--- src/rtl/fetch_pkg.sv ---
`default_nettype none
// ============================================================================
//  Module      : fetch_pkg
//  Description : Shared types and constants for the instruction-fetch block:
//                fetch FSM state encoding, instruction size and the
//                64-bit fetched-instruction entry {pc, instr}.
//  Revision    : 1.0 - initial release
// ============================================================================
package fetch_pkg;

    // Fetch FSM states (explicit 2-bit encoding)
    typedef enum logic [1:0] {
        IDLE    = 2'd0,
        WAIT    = 2'd1,
        DISCARD = 2'd2
    } fetch_state_e;

    // Bytes per instruction word; sequential PC step
    localparam logic [31:0] INSTR_BYTES = 32'd4;

    // One buffered fetch result
    typedef struct packed {
        logic [31:0] pc;
        logic [31:0] instr;
    } fetch_entry_t;

endpackage
`default_nettype wire

--- src/rtl/fetch_fifo.sv ---
`default_nettype none
// ============================================================================
//  Module      : fetch_fifo
//  Description : Small synchronous FIFO holding fetched {pc, instr} entries.
//                Flush empties it in one edge. Head data reads as zero
//                when the FIFO is empty.
//  Ports       : clk, rst        - clock, synchronous active-high reset
//                push_i/push_data_i - write one entry
//                pop_i           - remove the head entry
//                flush_i         - discard all entries
//                count_o         - number of valid entries
//                full_o/empty_o  - occupancy flags
//                head_o          - oldest entry
//  Revision    : 1.0 - initial release
// ============================================================================
module fetch_fifo
    import fetch_pkg::*;
#(
    parameter int unsigned FIFO_DEPTH = 2
) (
    input  logic                          clk,
    input  logic                          rst,
    input  logic                          push_i,
    input  fetch_entry_t                  push_data_i,
    input  logic                          pop_i,
    input  logic                          flush_i,
    output logic [$clog2(FIFO_DEPTH):0]   count_o,
    output logic                          full_o,
    output logic                          empty_o,
    output fetch_entry_t                  head_o
);

    localparam int unsigned PTR_W = $clog2(FIFO_DEPTH);
    localparam int unsigned CNT_W = PTR_W + 1;
    localparam logic [CNT_W-1:0] c_DEPTH   = CNT_W'(FIFO_DEPTH);
    localparam logic [CNT_W-1:0] c_CNT_ONE = CNT_W'(1);
    localparam logic [PTR_W-1:0] c_PTR_ONE = PTR_W'(1);

    fetch_entry_t       mem_q [FIFO_DEPTH];
    logic [PTR_W-1:0]   wr_ptr_q;
    logic [PTR_W-1:0]   rd_ptr_q;
    logic [CNT_W-1:0]   count_q;
    logic [CNT_W-1:0]   count_d;

    // Simultaneous push and pop leaves the occupancy unchanged
    always_comb begin
        count_d = count_q;
        if (push_i && !pop_i) begin
            count_d = count_q + c_CNT_ONE;
        end else if (pop_i && !push_i) begin
            count_d = count_q - c_CNT_ONE;
        end
    end

    always_ff @(posedge clk) begin
        if (rst || flush_i) begin
            wr_ptr_q <= '0;
            rd_ptr_q <= '0;
            count_q  <= '0;
        end else begin
            if (push_i) begin
                wr_ptr_q <= wr_ptr_q + c_PTR_ONE;
            end
            if (pop_i) begin
                rd_ptr_q <= rd_ptr_q + c_PTR_ONE;
            end
            count_q <= count_d;
        end
    end

    // Storage needs no reset: entries are only visible while counted
    always_ff @(posedge clk) begin
        if (push_i) begin
            mem_q[wr_ptr_q] <= push_data_i;
        end
    end

    assign count_o = count_q;
    assign full_o  = (count_q == c_DEPTH);
    assign empty_o = (count_q == '0);
    assign head_o  = empty_o ? '0 : mem_q[rd_ptr_q];

endmodule
`default_nettype wire

--- src/rtl/instruction_fetch.sv ---
`default_nettype none
// ============================================================================
//  Module      : instruction_fetch
//  Description : Instruction fetch stage. Issues one memory request at a
//                time, buffers results in fetch_fifo for decode, computes
//                the next PC and handles branch/jump redirects (flushing
//                buffered and in-flight instructions).
//  Ports       : clk, rst               - clock, synchronous active-high reset
//                pc_in / pc_next        - PC register output / next value
//                imem_req/addr/ack/rdata- instruction memory handshake
//                redirect_valid/addr    - one-cycle redirect request
//                if_valid/if_instr/if_pc- FIFO head presented to decode
//                id_ready               - decode accepts the head
//  Revision    : 1.0 - initial release
// ============================================================================
module instruction_fetch
    import fetch_pkg::*;
#(
    parameter logic [31:0] RESET_PC   = 32'h00000000,
    parameter int unsigned FIFO_DEPTH = 2
) (
    input  logic        clk,
    input  logic        rst,
    input  logic [31:0] pc_in,
    output logic [31:0] pc_next,
    output logic        imem_req,
    output logic [31:0] imem_addr,
    input  logic        imem_ack,
    input  logic [31:0] imem_rdata,
    input  logic        redirect_valid,
    input  logic [31:0] redirect_addr,
    output logic        if_valid,
    output logic [31:0] if_instr,
    output logic [31:0] if_pc,
    input  logic        id_ready
);

    localparam int unsigned CNT_W = $clog2(FIFO_DEPTH) + 1;

    fetch_state_e       state_q;
    fetch_state_e       state_d;
    logic [31:0]        req_addr_q;
    logic [31:0]        req_addr_d;

    logic               w_push;
    logic               w_pop;
    logic               w_flush;
    logic               w_full;
    logic               w_empty;
    logic [CNT_W-1:0]   w_count;
    fetch_entry_t       w_push_data;
    fetch_entry_t       w_head;
    logic [31:0]        w_redirect_pc;
    logic               w_unused;

    // Redirect targets are forced to word alignment; the low bits are dropped
    assign w_redirect_pc = {redirect_addr[31:2], 2'b00};
    assign w_unused      = ^redirect_addr[1:0];

    assign w_push_data = {req_addr_q, imem_rdata};

    // Outputs are forced quiet during reset regardless of stored contents
    assign if_valid = !rst && (w_count != '0);
    assign if_instr = rst ? 32'h0 : w_head.instr;
    assign if_pc    = rst ? 32'h0 : w_head.pc;
    assign w_pop    = !w_empty && if_valid && id_ready && !redirect_valid;

    always_comb begin
        state_d    = state_q;
        req_addr_d = req_addr_q;
        pc_next    = pc_in;
        imem_req   = 1'b0;
        imem_addr  = req_addr_q;
        w_push     = 1'b0;
        w_flush    = 1'b0;

        if (rst) begin
            pc_next = RESET_PC;
            state_d = IDLE;
        end else begin
            if (redirect_valid) begin
                pc_next = w_redirect_pc;
                w_flush = 1'b1;
            end

            case (state_q)
                IDLE: begin
                    // Gate on the pre-pop occupancy so a full FIFO never
                    // gains a request, even while decode drains it
                    if (!redirect_valid && !w_full) begin
                        imem_req   = 1'b1;
                        imem_addr  = pc_in;
                        req_addr_d = pc_in;
                        pc_next    = pc_in + INSTR_BYTES;
                        state_d    = WAIT;
                    end
                end
                WAIT: begin
                    imem_req = 1'b1;
                    if (redirect_valid) begin
                        // Stale response: drop it now, or wait it out
                        state_d = imem_ack ? IDLE : DISCARD;
                    end else if (imem_ack) begin
                        w_push  = 1'b1;
                        state_d = IDLE;
                    end
                end
                DISCARD: begin
                    imem_req = 1'b1;
                    if (imem_ack) begin
                        state_d = IDLE;
                    end
                end
                default: state_d = IDLE;
            endcase
        end
    end

    always_ff @(posedge clk) begin
        if (rst) begin
            state_q    <= IDLE;
            req_addr_q <= '0;
        end else begin
            state_q    <= state_d;
            req_addr_q <= req_addr_d;
        end
    end

    fetch_fifo #(
        .FIFO_DEPTH (FIFO_DEPTH)
    ) u_fifo (
        .clk         (clk),
        .rst         (rst),
        .push_i      (w_push),
        .push_data_i (w_push_data),
        .pop_i       (w_pop),
        .flush_i     (w_flush),
        .count_o     (w_count),
        .full_o      (w_full),
        .empty_o     (w_empty),
        .head_o      (w_head)
    );

endmodule
`default_nettype wire

--- config.mk ---
export PLATFORM = sky130hd
export DESIGN_NAME = instruction_fetch
export DESIGN_NICKNAME = d
export VERILOG_FILES = /design/src/rtl/fetch_pkg.sv /design/src/rtl/fetch_fifo.sv /design/src/rtl/instruction_fetch.sv
export SDC_FILE = /design/constraint.sdc
export NUM_CORES = 1
export LEC_CHECK = 0
export ABC_CLOCK_PERIOD_IN_PS = 5620
export CORE_MARGIN = 10
export CORE_UTILIZATION = 48
export DETAILED_ROUTE_END_ITERATION = 8
export GPL_TIMING_DRIVEN = 0
export PLACE_DENSITY = 0.81
export SLEW_MARGIN = 20
export SYNTH_ARGS = -nofsm -noshare
export SYNTH_HDL_FRONTEND = slang
export SYNTH_SLANG_ARGS = --single-unit
--- constraint.sdc ---
create_clock -name clk -period 5.62 [get_ports clk]
set_clock_uncertainty 0.15 [all_clocks]
set_input_delay 1.124 -clock clk [delete_from_list [all_inputs] [get_ports clk]]
set_output_delay 1.124 -clock clk [all_outputs]
set_load 0.02 [all_outputs]
== Yosys cells after proc, flatten, opt, wreduce, memory -nomap -nowiden ==
Memories as Yosys holds them, arrays and structs flattened. A register that Yosys moved wholly into a read port is not among the register bits.
Index checks and enable logic that the tools add are counted.
Operators by class
  $add $sub $neg: 5
  equal/unequal tests: 4
  mux-type cells: 30
  reductions and logical operators: 19
Operators with widths (count)
  two-way mux 32 bit: 9
  two-way mux 64 bit: 1
  adder 32 x 3 -> 32 bit, second input constant: 1
  two-way mux 1 bit: 12
  two-way mux 2 bit: 6
  logical AND 1 bit: 7
  zero test 1 bit: 6
  case mux 2 bit (3 select lines): 1
  == test 2 bit, second input constant: 2
  zero test 2 bit: 2
  nonzero test 2 bit: 2
  adder 1 bit, second input constant: 2
  adder 2 x 1 -> 2 bit, second input constant: 1
  == test 2 x 1 -> 1 bit, second input constant: 1
  inequality test 2 bit, second input constant: 1
  case mux 1 bit (2 select lines): 1
  OR reduction 2 bit: 1
  subtractor 2 x 1 -> 2 bit, second input constant: 1
  logical OR 1 bit: 1
Word-level totals
  register bits: 38
  bits in writable memories: 128
  input port bits: 101
  output and inout port bits: 130
  word-level logic and storage cells: 64
  memories kept: 1
Memory list
  u_fifo.mem_q: depth 2, bits a word 64, read ports 1, clocked after Yosys merged registers in 1, write ports 1, RTL line fetch_fifo.sv:39  | fetch_entry_t mem_q [FIFO_DEPTH];

== Depth between registers and ports, before layout ==
  depth in word-level cells: 8
  gate-level depth with buffers: 9
  mapped depth without buffers: 7

== Hierarchy ==
From an unflattened synthesis, not the netlist that was laid out.
Second synthesis, totals
  cells, all modules: 766
  area, all modules: 8396.8 um2
By module, submodules not included
  fetch_fifo: instances 1, cells each 292, area each 5028.6 um2, seq. area each 3943.8 um2
  instruction_fetch: instances 1, cells each 474, area each 3368.2 um2, seq. area each 680.7 um2

== Least setup slack after synthesis ==
No wires, ideal clock.
  path kind: input to register
  from: input port redirect_valid
  to: memory u_fifo.mem_q[0][0] (netlist bit) (enable)
  library setup time: 0.494 ns
  arrival time: 4.529 ns
  required time: 4.976 ns
  path slack: 0.447 ns
  cell stages on the path: 4
  buffers on the path: 1
  cell sequence: clkbuf_1 nor2_1 and3_1 nor2b_1
Between the ends
  longest elaborated chain between the ends: 5
Ends and longest elaborated chain
  start, declared: RTL line instruction_fetch.sv:30  | input logic redirect_valid,
  two-way mux 1 bit: RTL line instruction_fetch.sv:100  | if (redirect_valid) begin
  two-way mux 1 bit: RTL line instruction_fetch.sv:86  | case (state_q)
  two-way mux 1 bit: RTL line instruction_fetch.sv:77  | if (rst) begin
  named net u_fifo.push_i: RTL line fetch_fifo.sv:23  | input logic push_i,
  two-way mux 1 bit: RTL line fetch_fifo.sv:73  | if (push_i) begin
  two-way mux 1 bit (not written as such): RTL line fetch_fifo.sv:74  | mem_q[wr_ptr_q] <= push_data_i;
  end, declared: RTL line fetch_fifo.sv:39
The timed path passes the listed nets, and every way through them passes these cells.

== Worst setup path after layout ==
  from: input port pc_in[2]
  to: output port pc_next[28]
Between the ends
  longest elaborated chain between the ends: 4
Ends and longest elaborated chain
  start, declared: RTL line instruction_fetch.sv:24  | input logic [31:0] pc_in,
  adder 32 x 3 -> 32 bit: RTL line instruction_fetch.sv:94  | pc_next = pc_in + INSTR_BYTES;
  two-way mux 32 bit: RTL line instruction_fetch.sv:90  | if (!redirect_valid && !w_full) begin
  two-way mux 32 bit: RTL line instruction_fetch.sv:86
  two-way mux 32 bit: RTL line instruction_fetch.sv:77
  end, declared: RTL line instruction_fetch.sv:25  | output logic [31:0] pc_next,
Every way passes these cells.

==> results.md <==
- DR WL met3: 2.60 mm
- DIE AREA: 21800 um^2
- Dpl ws: 0.436 ns
- Syn-to-layout area delta: 41.2%
- Clock Path Buffers: 2
- Number of max-cap violations: 0
- Worst Max-Slew Pin Slew: 0.861 ns
- CTS hold repair buffers: 0
- P_leak: 3.77 nW
- Initial antenna violation count: 2
- Setup TNS: 0 ns
- Routed Antenna Nets: 0
- Sequential power share: 47.3%
- Worst r2r src: state_q[0]$_SDFFE_PP0P_
- Startpoint Class: input pin
- Htree depth: 4
- Critical path type: in2out
- Hold Path End: u_fifo.mem_q[0][58]$_DFFE_PP_
- Setup slack after layout: 0.349 ns
- Largest net degree at the start of global routing: 39
- Postcts setup bufs: 0
- Finished Layout Cells: 1232
- Sw power: 0.000711 W
- Post-Syn Instances: 753
- Max Used Layer: met4
- First-pass GRT wire length: 37.1 mm
- Sequential cell area: 4620 um^2
- Initial Utilization: 49.1%
- Vias: 6627
- Port-buffer cells: 225
- Hold Violations, Final: 0
- Crit end category: primary output
- CTS tree: yes
- Hold WC Path Type: reg2reg
- Pwr/cell area: 262 nW/um^2
- Share of post-route cells with drive strength above 1: 5.03%
- Met2 wire length: 11.5 mm
- Clock Latency Late Sink: 0.43 ns
- Tot GR Track Use: 21.8%
- Via density: 5.38
- Tmin final: 5.27 ns
- Clock slew at reported path FFs: 0.06 ns
- Boundary Pins: 231
- Chip Width: 148 um
- Syn avg cell area: 10.4 um^2
- Height of the chip: 148 um
- Worst Hold Depth: 0
- Cell depth of the worst flop-to-flop path: 8
- Global route overflow: 0
- Internal Power: 0.00218 W
- Register area share after synthesis: 59.2%
- Status: complete, no violations
- Total iterations of the first detailed-routing run: 5
- Req. time, crit path: 4.35 ns
- Reg2reg setup slack: 3.18 ns
- FILL cells: 1219
- Number of CTS-inserted buffers: 17
- Clock power share: 39.2%
- WL final: 24.1 mm
- Final #Nets: 1108
- WL/cell: 19.6 um
- Post-route DRC: 0
- F_max: 190 MHz
- Slew headroom: 42.6%
- Hold_sp: req_addr_q[26]$_SDFF_PP0_
- Cell variety after synth: 45
- Max IR drop VDD: 0.000223 V
- Final Cycle Share: 93.8%
- Layout Utilization: 69.4%
- Mapped cell area: 7810 um^2
- Synthesis Warnings: 0
- Slew Limit Fails: 0
- Placer congestion estimate: 0.874
- Design Power: 0.00289 W
- Post-Syn Nets: 860
- DRT met1 WL: 9.27 mm
- Clock root buffer: clkbuf_16
- Reg-to-reg critical path endpoint: req_addr_q[7]$_SDFF_PP0_
- Post-DP HPWL: 18.2 mm
- CTS resizes: 0
- RSZ-0062 raised after global routing: false
- Final setup vio count: 0
- Starting DRC count in detailed routing: 443
- Core Box Area: 15900 um^2
- Area of the multi-input gates: 2960 um^2
- Combinational power share: 13.5%
- Synth Register Bits: 167
- Placed insts: 1198
- Switching share of power: 24.6%
- Row count: 46
- Number of clock sinks: 167
- Vias in the first global route: 6744
- Crit-path max FO: 5
- Arrival @ worst endpoint: 4.00 ns
==> Yosys cell counts, drive strengths merged <==
library cell | n | area share (%)
nor3 | 10 | 0.71
a21bo | 1 | 0.13
nand3b | 1 | 0.096
and2 | 7 | 0.56
xor2 | 7 | 0.79
ha | 6 | 0.96
and3 | 7 | 0.56
nand3 | 11 | 0.71
or3 | 4 | 0.32
nand4 | 8 | 0.72
nor2 | 90 | 4.3
a21oi | 46 | 2.9
edfxtp | 128 | 49
mux2i | 65 | 8.3
a31oi | 3 | 0.24
nor4 | 7 | 0.72
o21a | 2 | 0.19
a221oi | 1 | 0.11
dfxtp | 39 | 10
and4 | 5 | 0.56
o22ai | 6 | 0.48
or2 | 2 | 0.16
o31ai | 1 | 0.096
a211oi | 9 | 0.87
nand2b | 2 | 0.16
clkbuf | 41 | 2.0
buf | 11 | 0.63
or4 | 2 | 0.24
o21bai | 4 | 0.38
o211ai | 1 | 0.096
o21ai | 12 | 0.77
nand2 | 181 | 8.7
xnor2 | 20 | 2.2
a311oi | 4 | 0.45
o311ai | 1 | 0.11
inv | 7 | 0.34
nor2b | 1 | 0.080
==> cell families after synthesis <==
logic type | share of synthesized area (%)
adders and majority gates | 0.962
and+or+nand+nor | 18.6
AOI/OAI and AO/OA | 6.87
DFF | 59.2
muxes | 8.33
buffers and inverters | 2.95
xor gates and xnor gates | 3.03
==> layout make-up <==
class	count	share of cell area [%]
flip-flops and latches	167	42.0
multi-input cells	527	26.9
repair buffers	229	21.3
clock buffers	20	4.25
well taps	216	2.45
plain buffers	52	1.85
clock inverters	12	1.02
inverters	7	0.238
diodes	2	0.0454
==> registers in the layout (all words and copies together), names as in the netlist, named ones only <==
signal           count
u_fifo.count_o       2
u_fifo.wr_ptr_q      1
req_addr_q          32
u_fifo.rd_ptr_q      1
u_fifo.mem_q       128
state_q              2
==> stage by stage <==
stage               hold slack, ns  instance area [um^2]
floorplan                    0.297                  7810
global placement             0.311                 10300
detailed placement           0.317                 10400
CTS                          0.333                 11000
global route                 0.352                 11000
finish                       0.331                 11000
==> layout by cell type (no fill, tap or decap), types with 6 or more instances in the layout <==
cell type / count
nand3_1: 11
o21ai_0: 11
o22ai_1: 6
and3_1: 7
inv_1: 7
a211oi_1: 9
ha_1: 6
clkbuf_16: 18
buf_2: 6
xor2_1: 7
a21oi_1: 46
nor2_1: 90
and2_1: 6
clkbuf_1: 41
nor3_1: 9
clkdlybuf4s50_1: 225
mux2i_1: 65
nand4_1: 7
dfxtp_1: 39
edfxtp_1: 128
nand2_1: 181
xnor2_1: 20
==> critical path: stages <==
cell,delay (ns)
clkdlybuf4s50_1,0.63
ha_1,0.26
nand2_1,0.08
nor4_1,0.66
nand4_1,0.22
xor2_1,0.20
o22ai_1,0.16
clkdlybuf4s50_1,0.65
==> layer usage <==
metal	global-route usage [%]	up-vias
li1	-	3131
met1	25.0	3115
met2	36.0	333
met3	8.46	48
met4	8.52	0
met5	0	-
==> power by group through the flow <==
stage | Clock, W | Combinational (W) | Sequential, W
after floorplan | 0 | 0.000173 | 0.00139
after global placement | 0 | 0.000382 | 0.00139
after detailed placement | 0 | 0.000388 | 0.00139
after CTS | 0.00115 | 0.000390 | 0.00137
after global routing | 0.00120 | 0.000420 | 0.00137
final | 0.00113 | 0.000391 | 0.00137
==> worst max path at each step <==
stage | start | end | slack, ns | depth (start not counted)
global placement | rst | u_fifo.mem_q[0][30]$_DFFE_PP_ | -1.86 | 4
finish | pc_in[2] | pc_next[28] | 0.35 | 8
global route | pc_in[2] | pc_next[14] | 0.22 | 7
CTS | pc_in[2] | pc_next[14] | 0.41 | 7
floorplan | redirect_valid | u_fifo.mem_q[0][0]$_DFFE_PP_ | 0.45 | 4
detailed placement | pc_in[2] | pc_next[20] | 0.44 | 8
Power figures use the tool's default switching activity.
